--- config.mk ---
export PLATFORM = sky130hd
export DESIGN_NAME = muldiv_seq
export DESIGN_NICKNAME = d
export VERILOG_FILES = /design/src/rtl/muldiv_pkg.sv /design/src/rtl/muldiv_core.sv /design/src/rtl/muldiv_seq.sv
export SDC_FILE = /design/constraint.sdc
export NUM_CORES = 1
export LEC_CHECK = 0
export ABC_AREA = 1
export ABC_CLOCK_PERIOD_IN_PS = 2600
export CORE_ASPECT_RATIO = 1.1
export CORE_MARGIN = 8
export CORE_UTILIZATION = 55
export CTS_CLUSTER_DIAMETER = 60
export CTS_CLUSTER_SIZE = 24
export DETAILED_ROUTE_END_ITERATION = 6
export PLACE_DENSITY = 0.89
export SLEW_MARGIN = 20
export SYNTH_ARGS = -nofsm -noshare
export SYNTH_HDL_FRONTEND = slang
export SYNTH_HIERARCHICAL = 1
export SYNTH_SLANG_ARGS = --single-unit
--- constraint.sdc ---
create_clock -name clk -period 2.6 [get_ports clk]
set_clock_uncertainty 0.15 [all_clocks]
set_input_delay 0.26 -clock clk [delete_from_list [all_inputs] [get_ports clk]]
set_output_delay 0.26 -clock clk [all_outputs]
set_load 0.05 [all_outputs]
--- src/rtl/muldiv_pkg.sv ---
// Shared definitions for the iterative multiply/divide sequencer:
// operation encodings, FSM state encoding and small decode helpers.
package muldiv_pkg;

   localparam logic [1:0] OP_MULT  = 2'b00;
   localparam logic [1:0] OP_MULTU = 2'b01;
   localparam logic [1:0] OP_DIV   = 2'b10;
   localparam logic [1:0] OP_DIVU  = 2'b11;

   typedef enum logic [1:0] {
      ST_IDLE = 2'd0,
      ST_CALC = 2'd1,
      ST_DONE = 2'd2
   } state_t;

   // True for DIV and DIVU.
   function automatic logic op_is_div(input logic [1:0] op);
      return (op == OP_DIV) || (op == OP_DIVU);
   endfunction

   // True for the two's-complement flavours MULT and DIV.
   function automatic logic op_is_signed(input logic [1:0] op);
      return (op == OP_MULT) || (op == OP_DIV);
   endfunction

endpackage

--- src/rtl/muldiv_core.sv ---
// One iteration of the unsigned multiply/divide datapath.
// Multiply: acc = {partial product, remaining multiplier bits}; radix-2 shift-add.
// Divide:   acc = {partial remainder, remaining dividend / quotient bits}; restoring.
module muldiv_core #(
   parameter int WIDTH = 32
) (
   input  logic [2*WIDTH-1:0] acc,
   input  logic [WIDTH-1:0]   operand,
   input  logic               is_div,
   output logic [2*WIDTH-1:0] acc_next
);

   logic [WIDTH:0]       mul_sum;
   logic [WIDTH:0]       rem_shift;
   logic [WIDTH:0]       rem_diff;
   logic [2*WIDTH-1:0]   mul_next;
   logic [2*WIDTH-1:0]   div_next;

   // Compute both step candidates and select the one for the active mode.
   always_comb begin
      mul_sum   = {1'b0, acc[2*WIDTH-1:WIDTH]} + (acc[0] ? {1'b0, operand} : '0);
      mul_next  = {mul_sum, acc[WIDTH-1:1]};

      rem_shift = acc[2*WIDTH-1:WIDTH-1];
      rem_diff  = rem_shift - {1'b0, operand};
      if (!rem_diff[WIDTH]) begin
         div_next = {rem_diff[WIDTH-1:0], acc[WIDTH-2:0], 1'b1};
      end else begin
         div_next = {rem_shift[WIDTH-1:0], acc[WIDTH-2:0], 1'b0};
      end

      acc_next = is_div ? div_next : mul_next;
   end

endmodule

--- src/rtl/muldiv_seq.sv ---
// Iterative MULT/MULTU/DIV/DIVU sequencer producing HI/LO write data and
// enables, plus the CPU interlock that keeps hi/lo accesses and new mul/div
// ops from racing an operation in flight.
module muldiv_seq
   import muldiv_pkg::*;
#(
   parameter int WIDTH = 32
) (
   input  logic             clk,
   input  logic             rst,
   input  logic             start,
   input  logic [1:0]       op,
   input  logic [WIDTH-1:0] rs_val,
   input  logic [WIDTH-1:0] rt_val,
   input  logic             mfhi,
   input  logic             mflo,
   input  logic             mthi,
   input  logic             mtlo,
   output logic             busy,
   output logic             stall,
   output logic             hi_we,
   output logic             lo_we,
   output logic [WIDTH-1:0] hi_wdata,
   output logic [WIDTH-1:0] lo_wdata,
   output logic             div_zero
);

   localparam int CW = $clog2(WIDTH) + 1;
   localparam logic [CW-1:0] LAST = CW'(WIDTH - 1);

   state_t               state, state_next;
   logic [1:0]           op_q;
   logic [CW-1:0]        count;
   logic [2*WIDTH-1:0]   acc, acc_next;
   logic [WIDTH-1:0]     operand_q;
   logic [WIDTH-1:0]     rs_raw_q;
   logic                 neg_lo_q;
   logic                 neg_hi_q;
   logic                 div_zero_q;
   logic                 is_div_q;

   logic                 cap_div;
   logic                 rs_neg, rt_neg;
   logic [WIDTH-1:0]     rs_mag, rt_mag;
   logic [2*WIDTH-1:0]   prod_fix;

   assign is_div_q = op_is_div(op_q);

   muldiv_core #(.WIDTH(WIDTH)) u_core (
      .acc      (acc),
      .operand  (operand_q),
      .is_div   (is_div_q),
      .acc_next (acc_next)
   );

   // Operand preparation: magnitudes and sign bits for the incoming op.
   always_comb begin
      cap_div = op_is_div(op);
      rs_neg  = op_is_signed(op) & rs_val[WIDTH-1];
      rt_neg  = op_is_signed(op) & rt_val[WIDTH-1];
      rs_mag  = rs_neg ? -rs_val : rs_val;
      rt_mag  = rt_neg ? -rt_val : rt_val;
   end

   // State register.
   always_ff @(posedge clk or negedge rst) begin
      if (!rst) begin
         state <= ST_IDLE;
      end else begin
         state <= state_next;
      end
   end

   // Next-state logic: IDLE -> CALC for WIDTH iterations -> one DONE cycle.
   always_comb begin
      state_next = state;
      case (state)
         ST_IDLE: if (start) state_next = ST_CALC;
         ST_CALC: if (count == LAST) state_next = ST_DONE;
         ST_DONE: state_next = ST_IDLE;
         default: state_next = ST_IDLE;
      endcase
   end

   // Datapath registers: capture on accepted start, iterate during CALC.
   always_ff @(posedge clk or negedge rst) begin
      if (!rst) begin
         op_q       <= '0;
         count      <= '0;
         acc        <= '0;
         operand_q  <= '0;
         rs_raw_q   <= '0;
         neg_lo_q   <= 1'b0;
         neg_hi_q   <= 1'b0;
         div_zero_q <= 1'b0;
      end else begin
         case (state)
            ST_IDLE: begin
               if (start) begin
                  op_q       <= op;
                  count      <= '0;
                  rs_raw_q   <= rs_val;
                  neg_lo_q   <= rs_neg ^ rt_neg;
                  neg_hi_q   <= cap_div ? rs_neg : (rs_neg ^ rt_neg);
                  div_zero_q <= cap_div && (rt_val == '0);
                  if (cap_div) begin
                     acc       <= {{WIDTH{1'b0}}, rs_mag};
                     operand_q <= rt_mag;
                  end else begin
                     acc       <= {{WIDTH{1'b0}}, rt_mag};
                     operand_q <= rs_mag;
                  end
               end
            end
            ST_CALC: begin
               acc   <= acc_next;
               count <= count + CW'(1);
            end
            default: ;
         endcase
      end
   end

   // Outputs: interlock, and sign-fixed write data held through DONE.
   always_comb begin
      busy     = (state != ST_IDLE);
      stall    = busy & (start | mfhi | mflo | mthi | mtlo);
      hi_we    = 1'b0;
      lo_we    = 1'b0;
      hi_wdata = '0;
      lo_wdata = '0;
      div_zero = 1'b0;
      prod_fix = neg_lo_q ? -acc : acc;
      if (state == ST_DONE) begin
         hi_we    = 1'b1;
         lo_we    = 1'b1;
         div_zero = div_zero_q;
         if (div_zero_q) begin
            hi_wdata = rs_raw_q;
            lo_wdata = '1;
         end else if (is_div_q) begin
            hi_wdata = neg_hi_q ? -acc[2*WIDTH-1:WIDTH] : acc[2*WIDTH-1:WIDTH];
            lo_wdata = neg_lo_q ? -acc[WIDTH-1:0] : acc[WIDTH-1:0];
         end else begin
            hi_wdata = prod_fix[2*WIDTH-1:WIDTH];
            lo_wdata = prod_fix[WIDTH-1:0];
         end
      end
   end

endmodule

==> results.json, run 1 <==
{
  "yosys_warnings": 6,
  "ys_types": 60,
  "globalplace.congestion": 1.088,
  "yosys_register_bits": 140,
  "synth.area.top_cells": "nand2_1 (22%), dfrtp_1 (21%), inv_1 (9.0%), nand3_1 (8.1%), nor2_1 (5.8%)",
  "repair-timing-grt-worst-ep": "hi_wdata[7]",
  "clock-sinks": 140,
  "htreeDepth": 4,
  "start_util_pct": 55.57,
  "placed_area_mm2": 0.02170,
  "worst_path_end_type": "primary output",
  "fp-row-count": 67,
  "overflow": 689,
  "die_y_um": 199.4,
  "root_buffer": "clkbuf_16",
  "synth_top_area_cell": "nand2_1",
  "cts_buffers": 17,
  "clock_path_buffers": 2,
  "die_w_um": 182.7,
  "syn_area_per_cell_um2": 5.799,
  "port_buffers": 141,
  "synthCells": 2900,
  "synth_top_area_share_pct": 21.79,
  "syn-cell-area_mm2": 0.01682,
  "status": "did not finish",
  "grt_usage_pct": 76.02,
  "error_line": "[ERROR GRT-0232] Routing congestion too high. Check the congestion heatmap in the GUI.",
  "hpwl_mm": 64.10,
  "grt_max_degree": 90,
  "haltStage": "5_1_grt",
  "syn_nets": 3044,
  "io-pin-count": 142,
  "yosysSeqAreaShare_pct": 20.83
}
## layer usage
metal  GRT usage [%]  overflow
met1           72.61        20
met2           93.70       437
met3           62.07        22
met4           78.12       207
met5           38.71         3
## per-stage QoR
stage / std cells / TNS, ns / setup WS [ns] / hold WS [ns]
2_1_floorplan: 2900 / -0.05409 / -0.05409 / -0.1856
3_3_place_gp: 3703 / -1.523 / -0.1432 / 0.1148
3_5_place_dp: 3703 / -3.439 / -0.1933 / 0.1199
4_1_cts: 3796 / -11.58 / -0.3202 / 0.2377
## kinds of logic after synthesis
family / count (synthesis) / synth area share (%)
adders and majority gates: 71 / 5.372
AOI/OAI and AO/OA: 402 / 13.98
buffers and inverters: 510 / 11.93
and+or+nand+nor: 1711 / 44.45
DFF: 140 / 20.83
xor gates and xnor gates: 66 / 3.438
## cells in the mapped netlist (all sizes together)
master  count
nand2    1018
and2        6
a22o        2
o41ai       1
buf        47
nand3b     25
o22ai       1
a21boi      1
nand3     285
nand4      34
and3        1
o221ai     20
nor2      284
xnor2      13
o31ai       3
a31oi      24
fa          2
a22oi      34
nor3       28
a211oi      1
inv       419
clkinv      2
or2        18
a21o        4
nor4        6
nor3b       3
a211o       1
a32o        5
ha         69
a21oi      89
o21bai      9
dfrtp     140
or4         1
o211ai      7
o21a        6
or3         2
clkbuf     42
o21ai     194
xor2       53
## repair_timing
action	4_1_cts
endpoints found under the hold margin	140
pin swaps	86
hold buffers	1
cloned	3
setup buffers	58
gates resized for setup	358
endpoints found under the setup margin	88
==> run 2: changes to the inputs <==
- ABC_CLOCK_PERIOD_IN_PS: 2600 -> 3400
- CORE_ASPECT_RATIO: 1.1 -> unset
- CORE_UTILIZATION: 55 -> 40
- CTS_CLUSTER_DIAMETER: 60 -> unset
- CTS_CLUSTER_SIZE: 24 -> unset
- PLACE_DENSITY: 0.89 -> unset
- PLACE_DENSITY_LB_ADDON: unset -> 0.15
- clock period: 2.6 -> 3.4 ns (I/O delays scaled with it)
==> results.json, run 2 <==
{
  "seq_power_share_pct": 17.9,
  "die_y_um": 221.0,
  "synth_top_area_share_pct": 21.79,
  "worstSetupStartpointType": "flop",
  "n_antenna_cell": 0,
  "ff2ff_setup_slack_ns": 0.30,
  "drive_gt1_share_pct": 10.07,
  "switching_share_pct": 59.70,
  "crit_required_ns": 2.91,
  "synth-simple-area-share_pct": 44.45,
  "cp_cell_sequence": "nor2_1 > nand2_1 > nor2_1 > nand3_2 > nor2_1 > nor2_1 > nor2_2 > nand2_1 > nand2_1 > nand2_1 > o21ai_1 > buf_12",
  "multiInputGateArea_mm2": 0.01137,
  "crit_family": "simple AND/OR/NAND/NOR gates",
  "synth_edf_count": 0,
  "p_switching_mw": 12.98,
  "io-pin-count": 142,
  "antenna_found_initial": 1,
  "syn_area_per_cell_um2": 5.799,
  "root_buffer": "clkbuf_16",
  "final_common_cell": "nand2_1",
  "start_util_pct": 40.27,
  "grt_pass1_vias": 19360,
  "period_share_pct": 97.69,
  "grt_pass1_wl_mm": 117.8,
  "timing.rr.start": "acc[31]",
  "critPathKind": "flop to output pin",
  "cap_violations": 0,
  "antenna_left": 0,
  "synthTopCellsByCount": "nand2_1 (976), inv_1 (404), nand3_1 (272)",
  "ir_drop_v": 0.0004597,
  "drc": 0,
  "overflow": 0,
  "wl_per_cell_um": 21.99,
  "fp-row-count": 75,
  "fillerInstances": 4501,
  "top_regs": "acc (64), operand_q (32), rs_raw_q (32)",
  "yosysMostFrequentCell": "nand2_1",
  "arrival_ns": 2.83,
  "yosys_most_used_dff": "dfrtp_1",
  "synth_top_area_cell": "nand2_1",
  "p_per_area_mw_per_mm2": 1071,
  "clock-sinks": 140,
  "synthXorXnorAreaFrac_pct": 3.438,
  "period_needed_ns": 3.321,
  "intPower_mw": 8.759,
  "largest_register_ff_count": 64,
  "core-area_mm2": 0.04176,
  "p_leak_nw": 10.42,
  "cp_slowest_cell": "dfrtp_1",
  "slew_viol_final": 0,
  "cp.depth": 12,
  "yosys_warnings": 6,
  "crit_path_max_incr_delay_ns": 0.53,
  "p_total_mw": 21.74,
  "final_cell_mix": "nand2_1 (974), inv_1 (402), nand3_1 (272)",
  "critPathMaxFanout": 7,
  "syn_nets": 3044,
  "synth_fa_ha_area_share_pct": 5.372,
  "synth_top_family_by_area": "simple AND/OR/NAND/NOR gates",
  "r2r_cells": 17,
  "ys_types": 60,
  "critPathLaunch": "acc[20]",
  "drtPass1Iterations": 6,
  "drtIter0Drc": 2430,
  "largest_register": "acc",
  "power_frac_clock_pct": 8.2,
  "max_freq_ghz": 0.3011,
  "grt_usage_pct": 31.21,
  "register_area_mm2": 0.003507,
  "cts_tree": "done",
  "htreeDepth": 4,
  "min-delay-path-class": "input pin to asynchronous set/reset pin",
  "final_util_pct": 48.61,
  "syn-cell-area_mm2": 0.01682,
  "syn_to_final_growth_pct": 20.71,
  "cts_buffers": 17,
  "die_w_um": 221.0,
  "postCtsSetupBuffers": 0,
  "yosysSeqAreaShare_pct": 20.83,
  "die-area_mm2": 0.04886,
  "async_reset_ff_share_pct": 100.0,
  "synthCells": 2900,
  "worst-path-buf-inv": 1,
  "maxSlewHeadroom_pct": 43.52,
  "final_nets": 3190,
  "crit_path_end_kind": "output pin",
  "insertion_delay_ns": 0.46,
  "setup_viol_count_final": 0,
  "vias": 20300,
  "worst-slew-pin-transition_ns": 0.8463,
  "globalplace.congestion": 1.059,
  "port_buffers": 141,
  "muxShareOfSynthArea_pct": 0,
  "grt_max_degree": 66,
  "status": "complete, no violations",
  "p_comb_share_pct": 73.9,
  "clock_path_buffers": 2,
  "routed_wl_mm": 79.09,
  "synth_compound_area_share_pct": 13.98,
  "hold_viol_final": 0,
  "path_clk_slew_ns": 0.07,
  "yosys_register_bits": 140,
  "synth.area.top_cells": "nand2_1 (22%), dfrtp_1 (21%), inv_1 (9.0%), nand3_1 (8.1%), nor2_1 (5.8%)",
  "viasPerCell": 5.644,
  "hpwl_mm": 66.03
}
## run 2: cell counts after synthesis
No cell type changed its count.
## run 2: timing repair
| item | CTS | global route |
|---|---|---|
| setup endpoints to repair | 8 | 16 |
| endpoints found under the hold margin | 48 | 0 |
| hold buffers | 1 | 0 |
| pin swaps | 0 | 1 |
| resized for setup | 6 | 13 |
## run 2: layout make-up
cell class,count,area share [%]
clock inverter,13,0.4623
multi-input combinational,2250,56.02
tap,539,3.322
timing repair buffer,216,13.01
sequential,140,17.28
inverter,421,7.791
clock buffer,18,2.114
## run 2: final timing paths
| kind | end |
|---|---|
| max | hi_wdata[13] |
| min | acc[57] |
| max reg2reg | acc[0] |
| min reg2reg | state[1] |
| max in group asynchronous | acc[6] |
| min in group clk | state[1] |
## run 2: power groups by stage
stage                     Clock, mW  Sequential, mW  Combinational [mW]
after floorplan                   0            3.24                11.0
after global placement            0            3.84                15.5
after detailed placement          0            3.84                15.6
after CTS                      1.78            3.82                15.7
after global routing           1.84            3.96                17.7
final                          1.78            3.89                16.1
## run 2: worst reg2reg max path, delay by kind of cell, from the launching register on
| family | cells | cell delay, ns |
|---|---|---|
| DFF | 1 | 0.34 |
| and+or+nand+nor | 11 | 1.22 |
| buffers and inverters | 2 | 0.20 |
| AOI/OAI and AO/OA | 2 | 0.34 |
| adders and majority gates | 2 | 0.68 |
## run 2: per-layer routing
layer / track usage, % / wire (um) / vias to the layer above
met2: 50.88 / 36000 / 1026
li1: - / - / 9601
met4: 17.93 / 4843 / 0
met1: 38.60 / 31770 / 9456
met3: 5.356 / 6472 / 220
met5: 0 / 0 / -
## run 2: through the flow
stage               hold slack, ns   TNS (ns)  worst slack, ns  std cells  instance area, um2
finish                      0.2594          0          0.07870       3597               20300
global route                0.3025  -0.005997        -0.005997       3597               20300
CTS                         0.2865          0          0.01225       3597               20250
detailed placement          0.2000          0           0.2833       3565               19710
global placement            0.1991          0           0.2855       3565               19710
floorplan                  -0.1056          0           0.6054       2900               16820
## run 2: logic make-up after synthesis
group,count (synthesis)
compound gates,402
fa+ha+maj,71
simple gates,1711
flops,140
buf+inv,510
xor+xnor,66
Power figures use the tool's default switching activity.
